File: src/rtl/udc_pkg.sv
// Shared types and constants for the up/down counter slice.
// Optional wrap feature is selected with UDC_WRAP_EN.
package udc_pkg;

    typedef enum logic [1:0] {
        IDLE    = 2'b00,
        PRESSED = 2'b01,
        REPEAT  = 2'b10
    } step_state_t;

    localparam logic DIR_UP   = 1'b1;
    localparam logic DIR_DOWN = 1'b0;

    // Limit a value to the closed range [lo, hi].
    function automatic int unsigned clamp_val(input int unsigned v,
                                              input int unsigned lo,
                                              input int unsigned hi);
        if (v < lo)      return lo;
        else if (v > hi) return hi;
        else             return v;
    endfunction

endpackage

File: src/rtl/udc_step_gen.sv
// Push-button step generator: 2-FF synchroniser, press FSM and hold/repeat timer.
// Emits a one-cycle step_pulse on press, after HOLD_CYCLES, then every REPEAT_CYCLES.
module udc_step_gen
    import udc_pkg::*;
#(
    parameter int HOLD_CYCLES   = 25000000,
    parameter int REPEAT_CYCLES = 5000000
) (
    input  logic clk,
    input  logic resetn,
    input  logic step_n,
    output logic step_pulse
);

    localparam int TMAX = (HOLD_CYCLES > REPEAT_CYCLES) ? HOLD_CYCLES : REPEAT_CYCLES;
    localparam int TW   = (TMAX > 1) ? $clog2(TMAX) : 1;
    localparam logic [TW-1:0] HOLD_LAST = TW'(HOLD_CYCLES - 1);
    localparam logic [TW-1:0] REP_LAST  = TW'(REPEAT_CYCLES - 1);

    logic [1:0]   sync_q;
    logic         pressed;
    step_state_t  state;
    logic [TW-1:0] timer;

    assign pressed = ~sync_q[1];

    // NOTE: sequential state uses non-blocking assignments so every register
    // samples pre-edge values and the simulation matches the synthesized flops.
    always_ff @(posedge clk) begin
        if (!resetn) begin
            // Synchroniser resets to the released level so reset never fakes a press.
            sync_q     <= 2'b11;
            state      <= IDLE;
            timer      <= '0;
            step_pulse <= 1'b0;
        end else begin
            sync_q     <= {sync_q[0], step_n};
            step_pulse <= 1'b0;
            case (state)
                IDLE: begin
                    if (pressed) begin
                        state      <= PRESSED;
                        step_pulse <= 1'b1;
                        timer      <= '0;
                    end
                end
                PRESSED: begin
                    if (!pressed) begin
                        state <= IDLE;
                        timer <= '0;
                    end else if (timer == HOLD_LAST) begin
                        state      <= REPEAT;
                        step_pulse <= 1'b1;
                        timer      <= '0;
                    end else begin
                        timer <= timer + TW'(1);
                    end
                end
                REPEAT: begin
                    if (!pressed) begin
                        state <= IDLE;
                        timer <= '0;
                    end else if (timer == REP_LAST) begin
                        step_pulse <= 1'b1;
                        timer      <= '0;
                    end else begin
                        timer <= timer + TW'(1);
                    end
                end
                default: begin
                    state <= IDLE;
                    timer <= '0;
                end
            endcase
        end
    end

endmodule

File: src/rtl/updown_counter_param.sv
// Bounded up/down counter stepped by a push-button with auto-repeat, clear and clamped load.
// Define UDC_WRAP_EN to add the wrap port (wrap-around instead of saturation when wrap=1).
module updown_counter_param
    import udc_pkg::*;
#(
    parameter int WIDTH         = 4,
    parameter int MIN_VAL       = 0,
    parameter int MAX_VAL       = 15,
    parameter int HOLD_CYCLES   = 25000000,
    parameter int REPEAT_CYCLES = 5000000
) (
    input  logic             clk,
    input  logic             resetn,
    input  logic             step_n,
    input  logic             up,
    input  logic             clear,
    input  logic             load,
    input  logic [WIDTH-1:0] load_val,
`ifdef UDC_WRAP_EN
    input  logic             wrap,
`endif
    output logic [WIDTH-1:0] count,
    output logic             at_max,
    output logic             at_min,
    output logic             step_pulse
);

    localparam logic [WIDTH-1:0] MIN_C = WIDTH'(MIN_VAL);
    localparam logic [WIDTH-1:0] MAX_C = WIDTH'(MAX_VAL);

    logic             wrap_mode;
    logic [WIDTH-1:0] next_count;

`ifdef UDC_WRAP_EN
    assign wrap_mode = wrap;
`else
    assign wrap_mode = 1'b0;
`endif

    udc_step_gen #(
        .HOLD_CYCLES   (HOLD_CYCLES),
        .REPEAT_CYCLES (REPEAT_CYCLES)
    ) u_step_gen (
        .clk        (clk),
        .resetn     (resetn),
        .step_n     (step_n),
        .step_pulse (step_pulse)
    );

    // NOTE: next_count gets a default before any branch so no path leaves it
    // unassigned, which would otherwise infer a latch.
    always_comb begin
        next_count = count;
        if (clear) begin
            next_count = MIN_C;
        end else if (load) begin
            next_count = WIDTH'(clamp_val(32'(load_val), MIN_VAL, MAX_VAL));
        end else if (step_pulse) begin
            if (up == DIR_UP)
                next_count = (count >= MAX_C) ? (wrap_mode ? MIN_C : MAX_C) : count + WIDTH'(1);
            else
                next_count = (count <= MIN_C) ? (wrap_mode ? MAX_C : MIN_C) : count - WIDTH'(1);
        end
    end

    // Flags are computed from next_count so they change on the same edge as count.
    always_ff @(posedge clk) begin
        if (!resetn) begin
            count  <= MIN_C;
            at_min <= 1'b1;
            at_max <= 1'b0;
        end else begin
            count  <= next_count;
            at_max <= (next_count == MAX_C);
            at_min <= (next_count == MIN_C);
        end
    end

endmodule

File: config.mk
export PLATFORM = sky130hd
export DESIGN_NAME = updown_counter_param
export DESIGN_NICKNAME = d
export VERILOG_FILES = /design/src/rtl/udc_pkg.sv /design/src/rtl/udc_step_gen.sv /design/src/rtl/updown_counter_param.sv
export SDC_FILE = /design/constraint.sdc
export NUM_CORES = 1
export LEC_CHECK = 0
export CORE_ASPECT_RATIO = 0.6
export CORE_MARGIN = 4
export CORE_UTILIZATION = 40
export CTS_CLUSTER_DIAMETER = 80
export DETAILED_ROUTE_END_ITERATION = 8
export PLACE_DENSITY = 0.7
export SLEW_MARGIN = 20
export SYNTH_ARGS = -nofsm -noshare
export SYNTH_HDL_FRONTEND = slang
export SYNTH_SLANG_ARGS = --single-unit
File: constraint.sdc
create_clock -name clk -period 3.45 [get_ports clk]
set_input_delay 0.69 -clock clk [delete_from_list [all_inputs] [get_ports clk]]
set_output_delay 0.69 -clock clk [all_outputs]
set_load 0.05 [all_outputs]
# Word-level counts from Yosys, hierarchy flattened
# Cells that the tools add are included.
# totals
elab_cells	46
latch_bits	0
in_bits	10
memories	0
ff_bits	36
output_inout_bits	7
romBits	0
mem_bits_rw	0
# op_classes
n_shift	0
n_reduce_logical	3
muxes	23
order_cmp	2
n_addsub	3
mul	0
eq_ne	8
bitwise	0
div	0
# op_table
cell	count
$mux 25	5
$pmux 25 s3	1
$add 25x1->25 const B	1
$eq 25x23->1 const B	1
$eq 25x25->1 const B	1
$mux 4	6
$mux 2	4
$pmux 2 s3	1
$mux 1	5
$add 4x1->4 const B	1
$eq 4x4->1 const B	1
$ge 4x4->1 const B	1
$le 4x1->1 const B	1
$logic_not 4->1	1
$sub 4x1->4 const B	1
$ne 3x1->1 const B	1
$pmux 1 s3	1
$reduce_and 3->1	1
$eq 2x1->1 const B	1
$eq 2x2->1 const B	1
$logic_not 2->1	1
$ne 2x1->1 const B	1
$ne 2x2->1 const B	1

# Depth between registers and ports, before layout
# logic_depth
depth_word	7
ltp_mapped	9
mapped_depth_nobuf	8

# Cells and area by module
# From an unflattened synthesis, not the netlist that was laid out.
# hier_totals
cells_unflattened	256
hier_area_um2	2137.0
# modules_own_cells
mod	n_inst	area_each_um2	seq_area_each_um2	cells_each
udc_step_gen	1	1627.8	600.6	197
updown_counter_param	1	509.2	120.1	59

# Worst setup path after synthesis
# No wires, ideal clock.
# synth_timing
path_type	register -> register
from	reg count[0]
to	reg at_max
arrival_ps	2242
stages_incl_launch_ff	9
t_required_ps	3358
setup_slack_ps	1117
n_path_buf	0
period_less_slack_ps	2333
setup_ps	92
cell_sequence	dfxtp_1 > inv_1 > ha_1 > mux2_2 > mux2i_1 > a311oi_1 > a21oi_1 > or3_1 > nor4_1
# synth_between
elab_chain_len	7
elab_cells_between_ends	11
cone_classes	add/sub (2); order compare (2); eq/ne (1); mux (6)
# synth_rtl
item	line	source
start, declared	updown_counter_param.sv:22	output logic [WIDTH-1:0] count,
start signal, assigned	updown_counter_param.sv:73	count <= next_count;
$sub 4x1->4, or another cell as far along	updown_counter_param.sv:62	next_count = (count <= MIN_C) ? (wrap_mode ? MAX_C : MIN_C) : count - WIDTH'(1);
$mux 4, on equally long branches	updown_counter_param.sv:62, updown_counter_param.sv:60	
$mux 4	updown_counter_param.sv:59	if (up == DIR_UP)
$mux 4 *	updown_counter_param.sv:58	end else if (step_pulse) begin
$mux 4 *	updown_counter_param.sv:56	end else if (load) begin
$mux 4 *	updown_counter_param.sv:54	if (clear) begin
$eq 4x4->1 *	updown_counter_param.sv:74	at_max <= (next_count == MAX_C);
end signal, assigned	updown_counter_param.sv:74	
end, declared	updown_counter_param.sv:23	output logic at_max,
# Mark *: on every way between the ends. The rest lies on a longest branch, timed or not.
# A chain may end at the register's enable or synchronous reset.

==> metrics <==
status=finished clean; Placeable Area=about 0.0051 mm2; PnR Total Power=0.880 mW; clk_lat worst skew=0.29 ns; Worst Path Required=about 3.7 ns; Post-CTS Setup Repair Bufs=0; FF-to-FF End=at_max; initial detailed-routing violation count=between 150 and 200; total clock buffers created by CTS=5; largest net degree at the start of global routing=31; Rel. slew slack=between 40% and 50%; Mean Syn Cell Area=approximately 8.3 um2; Combinational Power Share=a little over 9%; Cell Area, Synth=0.00210 mm2; Port Buf Inserts=16; met3 Usage GRT=under 10%; I/O pin total=17; Synth top area share=roughly a third; final slew viol count=0; GR Util met1=between 20% and 30%; setup slack, reg-to-reg=approximately 1.2 ns; reg-to-reg critical path startpoint=count[0]; CTS sink count=36; chip height=about 64 um; EDFF count, synth=0; maximum vdd drop=about 220 uV; hold_buf cts=0; via count=1,891; CTS max path bufs=2; fin nets=282; startpoint types=input pin; gpl congestion=around 0.83; Synth Flop Type=dfxtp_1; reg2reg path depth=8; Setup CP Type=in2reg; sequential share of the synthesized area=about a third; Syn-to-layout area delta=14.6%; critical-path cell list=clkdlybuf4s50_1 -> inv_1 -> nor2_1 -> and2_1 -> a31oi_2 -> o31ai_1; Initial Util=approximately 41%; leading area contributor after synthesis=dfxtp_1; worst slew pin tran=between 0.8 and 0.9 ns; Tcrit/Tclk final=a little over two thirds; first-pass GRT wire length=8380 um; GRT overflow=0; HP Class=reg2reg; TritonCTS clock tree=yes; global routing's busiest layer=met1; Worst Setup SP=resetn; RSZ-0062 raised after global routing=no; internal power=roughly 0.67 mW; Peak Freq=about 0.42 GHz; drt wl/cell=15.0 um; Final Skew=around 0.0031 ns; top cells by area, synth=dfxtp_1 34%, ha_1 4.2%, nand3_1 4.0%, nand2_1 3.9%, a21oi_1 3.6%; critical path depth=6; # diodes=0; Flop pwr share=between 40% and 50%; CP Capture Point=u_step_gen.timer[22]; Net Sw Power=between 0.2 and 0.25 mW; GRT Util Overall=about 16%; maxcap violations=0; H-tree Lvls=2; Rows=20; Pleak=0.868 nW; share of cells above drive strength 1=about 7.5%; vias in the first global route=roughly 1.6k; minimum clock period=about 2.4 ns; fillers=a little under 500; endpoints failing hold=0; Slowest Stage Delay on Critical Path=~0.7 ns; Post-Syn Nets=around 270; Clk pin slew, worst setup/hold paths=0.07 ns; crit path DAT=roughly 2.6 ns; Pwr per Cell Area=around 370 mW/mm2; Async SR Flop Fraction=0%; Remaining DRCs=0; # resized after CTS=0; HPWL after detailed placement=approximately 3700 um; delay-heaviest family, CP=simple AND/OR/NAND/NOR gates; switching part of the total=about a quarter; Slowest-stage cell, CP=nor2_1; WL final=between 4000 and 5000 um; Root Buffer=clkbuf_8; Netlist cell types=55; antenna violations before repair=0; Critical Path End Type=flip-flop; Synth Instances=~250; share of total power in the clock network=42.3%; crit-path max FO=13; yosys warns=0; final setup vio count=0; Fin Setup TNS=0 ns; die area=0.00652 mm2; First-pass DRT Iterations=4; CP Buf/Inv Count=2; Post-DRT Antenna Nets=0; GR Layer Usage met2=around a fifth; Via density=~5.7; die width=around 100 um; synthesized flop and latch total=36
metrics by stage:
stage          worst slack [ns]  hold slack, ns  cell area [um2]  utilization [%]  cells
5_1_grt                   0.900           0.428             2410             47.4    332
3_3_place_gp              0.792           0.392             2300             45.2    324
6_report                   1.05           0.411             2410             47.4    332
2_1_floorplan              1.12           0.386             2100                -    252
4_1_cts                    1.06           0.414             2410             47.4    332
3_5_place_dp              0.761           0.396             2300             45.2    324
routing by layer:
metal,vias up,routed length [um],share of wire [%]
met4,0,43,0.86
met3,5,280,5.6
met1,872,2770,56
met5,-,0,0
li1,962,-,-
met2,52,1880,38
area by class of cell:
| cell class | count | area (um2) | share of cell area, % |
|---|---|---|---|
| multi-input combinational | 193 | 1280 | 53.2 |
| sequential | 36 | 721 | 29.9 |
| timing repair buffer | 17 | 168 | 6.96 |
| tap | 66 | 82.6 | 3.43 |
| clock buffer | 5 | 68.8 | 2.86 |
| inverter | 12 | 45.0 | 1.87 |
| clock inverter | 3 | 42.5 | 1.77 |
cell families (layout without fill, tap and decap cells):
kind of cell | after synthesis | count (layout) | synth area share [%]
buffers and inverters | 23 | 37 | 5.12
flip-flops | 36 | 36 | 34.3
multiplexers | 2 | 2 | 1.01
AND/OR/NAND/NOR | 111 | 111 | 31.4
XOR/XNOR | 3 | 3 | 1.25
AO/OA/AOI/OAI | 70 | 70 | 22.8
adder cells (fa/ha/maj) | 7 | 7 | 4.17
cell usage in the layout (no fill, tap or decap), types with 3 or more instances in the layout:
cell / Yosys / routed
nor2_1: 15 / 15
and4_1: 3 / 3
nand2b_1: 8 / 8
a31oi_1: 12 / 12
and3_1: 10 / 10
nand3_1: 17 / 17
dfxtp_1: 36 / 36
nand4_1: 5 / 5
clkdlybuf4s50_1: 0 / 16
or3_1: 3 / 3
nor3_1: 4 / 4
nand2_1: 22 / 22
inv_1: 12 / 12
nor4_1: 3 / 3
ha_1: 7 / 7
a21o_1: 5 / 5
clkbuf_8: 0 / 5
and2_1: 6 / 6
a21oi_1: 15 / 15
o211ai_1: 3 / 3
o21ai_0: 12 / 12
state kept, by name, indices dropped and copies added, names as in the netlist:
| signal | cells |
|---|---|
| at_max | 1 |
| at_min | 1 |
| count | 4 |
| u_step_gen.state | 2 |
| u_step_gen.step_pulse | 1 |
| u_step_gen.sync_q | 2 |
| u_step_gen.timer | 25 |
worst min-delay path by stage:
| stage | depth (start not counted) | startpoint | end |
|---|---|---|---|
| after CTS | 1 | u_step_gen.sync_q[0] | u_step_gen.sync_q[1] |
| after global placement | 1 | u_step_gen.sync_q[0] | u_step_gen.sync_q[1] |
| final | 1 | u_step_gen.sync_q[0] | u_step_gen.sync_q[1] |
| after floorplan | 1 | u_step_gen.sync_q[0] | u_step_gen.sync_q[1] |
| after global routing | 1 | u_step_gen.sync_q[0] | u_step_gen.sync_q[1] |
| after detailed placement | 1 | u_step_gen.sync_q[0] | u_step_gen.sync_q[1] |
power groups by stage:
stage | sequential [mW] | combinational, mW | clock (mW)
after floorplan | 0.447 | 0.0376 | 0
after global placement | 0.438 | 0.0782 | 0
after detailed placement | 0.438 | 0.0790 | 0
after CTS | 0.428 | 0.0793 | 0.384
after global routing | 0.429 | 0.0855 | 0.405
final | 0.428 | 0.0797 | 0.373
cells in the mapped netlist, types with 4 or more instances:
library cell and number:
ha_1 7, clkbuf_1 4, and3_1 10, o21ai_0 12, buf_2 5, nand3_1 17
a21oi_1 15, nand4_1 5, dfxtp_1 36, and2_1 6, inv_1 12, a21o_1 5
a31oi_1 12, nand2b_1 8, nand2_1 22, nor3_1 4, nor2_1 15
No activity file was read; power rests on OpenSTA's default activity.
==> edit 1: new RTL, config.mk and constraints unchanged <==
Re-encode `step_state_t` (3 states) as one-hot, 3 bits wide.
--- a/src/rtl/udc_pkg.sv
+++ b/src/rtl/udc_pkg.sv
@@ -3,8 +3,8 @@
 package udc_pkg;
 
-    typedef enum logic [1:0] {
-        IDLE    = 2'b00,
-        PRESSED = 2'b01,
-        REPEAT  = 2'b10
+    typedef enum logic [2:0] {
+        IDLE    = 3'b001,
+        PRESSED = 3'b010,
+        REPEAT  = 3'b100
     } step_state_t;
 
Formal check against the unedited RTL: no difference found for any inputs over 10 cycles, from zero or initial values and one cycle with resetn low; not proved beyond that.
==> edit 1 against the original RTL <==
Register-to-register slack worse by 150 ps. Clock skew up 7.1 ps. Worst setup slack worse by 34 ps. Final area down 8.1%. Total power down 8.5%. Maximum frequency down 1.4%. Wire length down 17%. Highest routed layer unchanged. Non-clock buffer count up 1. Sequential cell count up 1. Area after synthesis down 7.3%. Die area down 6.5%.
==> edit 1: results (changes against the original RTL) <==
* Compound-Gate Fraction of Synth Area at 0.111 (was 0.228)
* Share of cells above drive strength 1 at 0.0612 (was 0.0752)
* Syn avg cell area at 8.51 um2 (was 8.34 um2)
* Largest net degree at the start of global routing at 14 (was 31)
* HPWL after DPL at 3.12 mm (was 3.70 mm)
* Synth top area cells: dfxtp_1 38%, nor2_1 7.1%, xnor2_1 6.7% (was dfxtp_1 34%, ha_1 4.2%, nand3_1 4.0%)
* Top flop regs: u_step_gen.timer x25, count x4, u_step_gen.state x3 (was u_step_gen.timer x25, count x4)
* Comb pwr share at 0.093 (was 0.091)
* Psw at 201 uW (was 215 uW)
* Placed cell area at 2130 um2 (was 2300 um2)
* Post-synth top cells: 37 x dfxtp_1, 37 x nor2_1, 22 x nand2_1 (was 36 x dfxtp_1, 22 x nand2_1, 17 x nand3_1)
* Delay of the slowest critical-path stage at 890 ps (was 720 ps)
* Rel. slew slack at 0.505 (was 0.438)
* First-pass GRT wire length at 6.97 mm (was 8.38 mm)
* Sequential share of the synthesized area at 0.380 (was 0.343)
* Adder-cell share of the synthesized area at 0.0193 (was 0.0417)
* CP startpoint: count[3] (was resetn)
* Distinct cells, synth at 50 (was 55)
* Fin cells at 308 (was 332)
* Placed insts at 300 (was 324)
* Seq pwr share at 0.550 (was 0.486)
* GRT Util Overall at 0.145 (was 0.163)
* 1st-iter DRT viols at 92 (was 178)
* Crit path kind: reg2out (was in2reg)
* Status: finished clean (unchanged)
* Slowest-stage cell, CP: clkdlybuf4s50_1 (was nor2_1)
* Clock skew at 10.2 ps (was 3.14 ps)
* WL final at 4.11 mm (was 4.97 mm)
* Synth Area in XOR/XNOR at 0.112 (was 0.0125)
## edit 1: cell count changes in the layout (fill, tap and decap cells not counted), sizes merged, moves of 5 or more
cell / change
a21o: -5
a21oi: -12
a31oi: -12
and3: -9
nand3: -9
nor2: +22
nor3: +5
o21ai: -15
xnor2: +13
xor2: +9
## edit 1: cell type report
class	count	area, um2
fillers	454	2420
inverters	8	30.0
clock inverters	2	10.0
clock buffers	6	72.6
multi-input cells	174	1110
repair buffers	18	175
well taps	63	78.8
flip-flops and latches	37	741
## edit 1: worst paths after layout
kind / slack (ps) / cells after the start / to
setup reg to reg: 1050 / 6 / u_step_gen.timer[14]
hold / removal: 410 / 1 / u_step_gen.sync_q[1]
hold reg to reg: 410 / 1 / u_step_gen.sync_q[1]
setup / recovery: 1020 / 1 / count[3]
## edit 1: per-layer routing
layer,track usage,up-vias,part of all wire
li1,-,834,-
met4,0.0473,0,0.014
met3,0.0435,5,0.039
met2,0.212,35,0.40
met1,0.207,752,0.54
met5,0,-,0
==> edit 2: new RTL, same flow settings <==
Without the edit above. The parameter `WIDTH` goes from 4 to 5.
--- a/src/rtl/updown_counter_param.sv
+++ b/src/rtl/updown_counter_param.sv
@@ -4,5 +4,5 @@
     import udc_pkg::*;
 #(
-    parameter int WIDTH         = 4,
+    parameter int WIDTH         = 5,
     parameter int MIN_VAL       = 0,
     parameter int MAX_VAL       = 15,
Interface: changed (resized count and load_val); port bits go from 17 to 19. The function was not compared with the original's and may differ.
==> edit 2 against the original RTL <==
Wire length up 12%. Largest cell class unchanged. First-iteration DRC count up 11%. Combinational power up 54%. Register-to-register slack worse by 310 ps. Sequential share of layout area down 1.6 points. Area after synthesis up 7.9%. Final area up 8.6%. Worst setup slack worse by 390 ps. Total power up 8.4%. Sequential cell count up 1. Count of clock-buffer cells in the layout up 2.
==> edit 2: results (changes against the original RTL) <==
* Reg2reg setup slack at 890 ps (was 1200 ps)
* Share of cells above drive strength 1 at 0.0596 (was 0.0752)
* WL final at 5.59 mm (was 4.97 mm)
* Synth top area cells: dfxtp_1 33%, ha_1 5.0%, nand2_1 4.3% (was dfxtp_1 34%, ha_1 4.2%, nand3_1 4.0%)
* Post-synth net total at 304 (was 269)
* GRT Util Overall at 0.164 (was 0.163)
* Crit path DAT at 2980 ps (was 2600 ps)
* Synth Area in XOR/XNOR at 0.00386 (was 0.0125)
* Status: finished clean (unchanged)
* HPWL after DPL at 4.21 mm (was 3.70 mm)
* Slowest-stage cell, CP: clkdlybuf4s50_1 (was nor2_1)
* VDD IR max at 180 uV (was 220 uV)
* Post-synth top area share at 0.327 (was 0.343)
* Main synth FF type: dfxtp_1 (unchanged)
* 1st-iter DRT viols at 197 (was 178)
* Lkg Pwr at 0.929 nW (was 0.868 nW)
* Vias per cell at 5.71 (was 5.70)
* GP Congestion at 1.06 (was 0.830)
* Post-synth top cells: 37 x dfxtp_1, 26 x nand2_1, 18 x nand3_1 (was 36 x dfxtp_1, 22 x nand2_1, 17 x nand3_1)
* Vias in the first global route at 1823 (was 1635)
* Compound-Gate Fraction of Synth Area at 0.203 (was 0.228)
* CP Max Fanout at 9 (was 13)
* Distinct cells, synth at 52 (was 55)
* Sequential share of the synthesized area at 0.327 (was 0.343)
* Place WS at 443 ps (was 761 ps)
* Post-CTS resize count at 0 (unchanged)
* Top flop regs: u_step_gen.timer x25, count x5 (was u_step_gen.timer x25, count x4)
* Fillers at 520 (was 493)
* IO Port Bufs at 18 (was 16)
* Clock skew at 11.6 ps (was 3.14 ps)
* Largest net degree at the start of global routing at 28 (was 31)
* Post-layout nets at 321 (was 282)
* Hold Path Class: reg2reg (unchanged)
* DRT Pass-1 Iters at 5 (was 4)
* Final Max Slew Viols at 0 (unchanged)
* Post-synthesis mux area share at 0.0177 (was 0.0101)
* First-pass GRT wire length at 9.21 mm (was 8.38 mm)
* Slew @ Worst Pin at 723 ps (was 840 ps)
* Post-route clock period utilization at 0.808 (was 0.695)
* Adder-cell share of the synthesized area at 0.0496 (was 0.0417)
* Clk Latency, worst-skew pair at 290 ps (about the same)
* Delay of the slowest critical-path stage at 570 ps (was 720 ps)
* Placed cell area at 2500 um2 (was 2300 um2)
edit 2: changes by cell type in the layout (fill, tap and decap cells not counted), sizes merged, moves of 3 or more:
cell,unedited run,this run
nor2b,2,6
inv,12,16
nor3,4,8
a22o,0,3
mux2i,1,4
nand4,6,9
nand2,22,26
and3,10,6
and2,6,9
or3,3,8
or2,0,4
edit 2: through the flow:
stage / hold WS (ps) / std cells / power (mW) / utilization
floorplan: 386 / 284 / 0.533 / -
global route: 449 / 379 / 1.00 / 0.495
finish: 419 / 379 / 0.955 / 0.495
detailed placement: 403 / 371 / 0.576 / 0.473
global placement: 405 / 371 / 0.576 / 0.473
CTS: 424 / 379 / 0.961 / 0.495
edit 2: layout make-up:
| class | instances | area, um2 | area share |
|---|---|---|---|
| multi-input combinational | 221 | 1410 | 0.538 |
| sequential | 37 | 741 | 0.283 |
| tap | 77 | 96.3 | 0.0368 |
| timing repair buffer | 20 | 195 | 0.0746 |
| clock inverter | 1 | 30.0 | 0.0115 |
| clock buffer | 7 | 86.3 | 0.0330 |
| inverter | 16 | 60.1 | 0.0230 |
edit 2: worst paths after layout:
check                       startpoint              endpoint  cells past startpoint
setup / recovery                    up                at_min                      7
hold / removal    u_step_gen.sync_q[0]  u_step_gen.sync_q[1]                      1
setup reg to reg  u_step_gen.timer[15]   u_step_gen.timer[2]                      6
hold reg to reg   u_step_gen.sync_q[0]  u_step_gen.sync_q[1]                      1
edit 2: metal layers:
metal	vias up	GRT usage	share of wire	wire, um
li1	1085	-	-	-
met1	990	0.262	0.53	2990
met2	86	0.210	0.37	2090
met3	2	0.0459	0.089	498
met4	0	0.0262	0.0029	16
met5	-	0	0	0
edit 2: report_power, final:
part	total [mW]	internal, mW	switching [mW]
Combinational	0.123	0.0486	0.0745
Sequential	0.444	0.434	0.00985
Clock	0.388	0.236	0.152
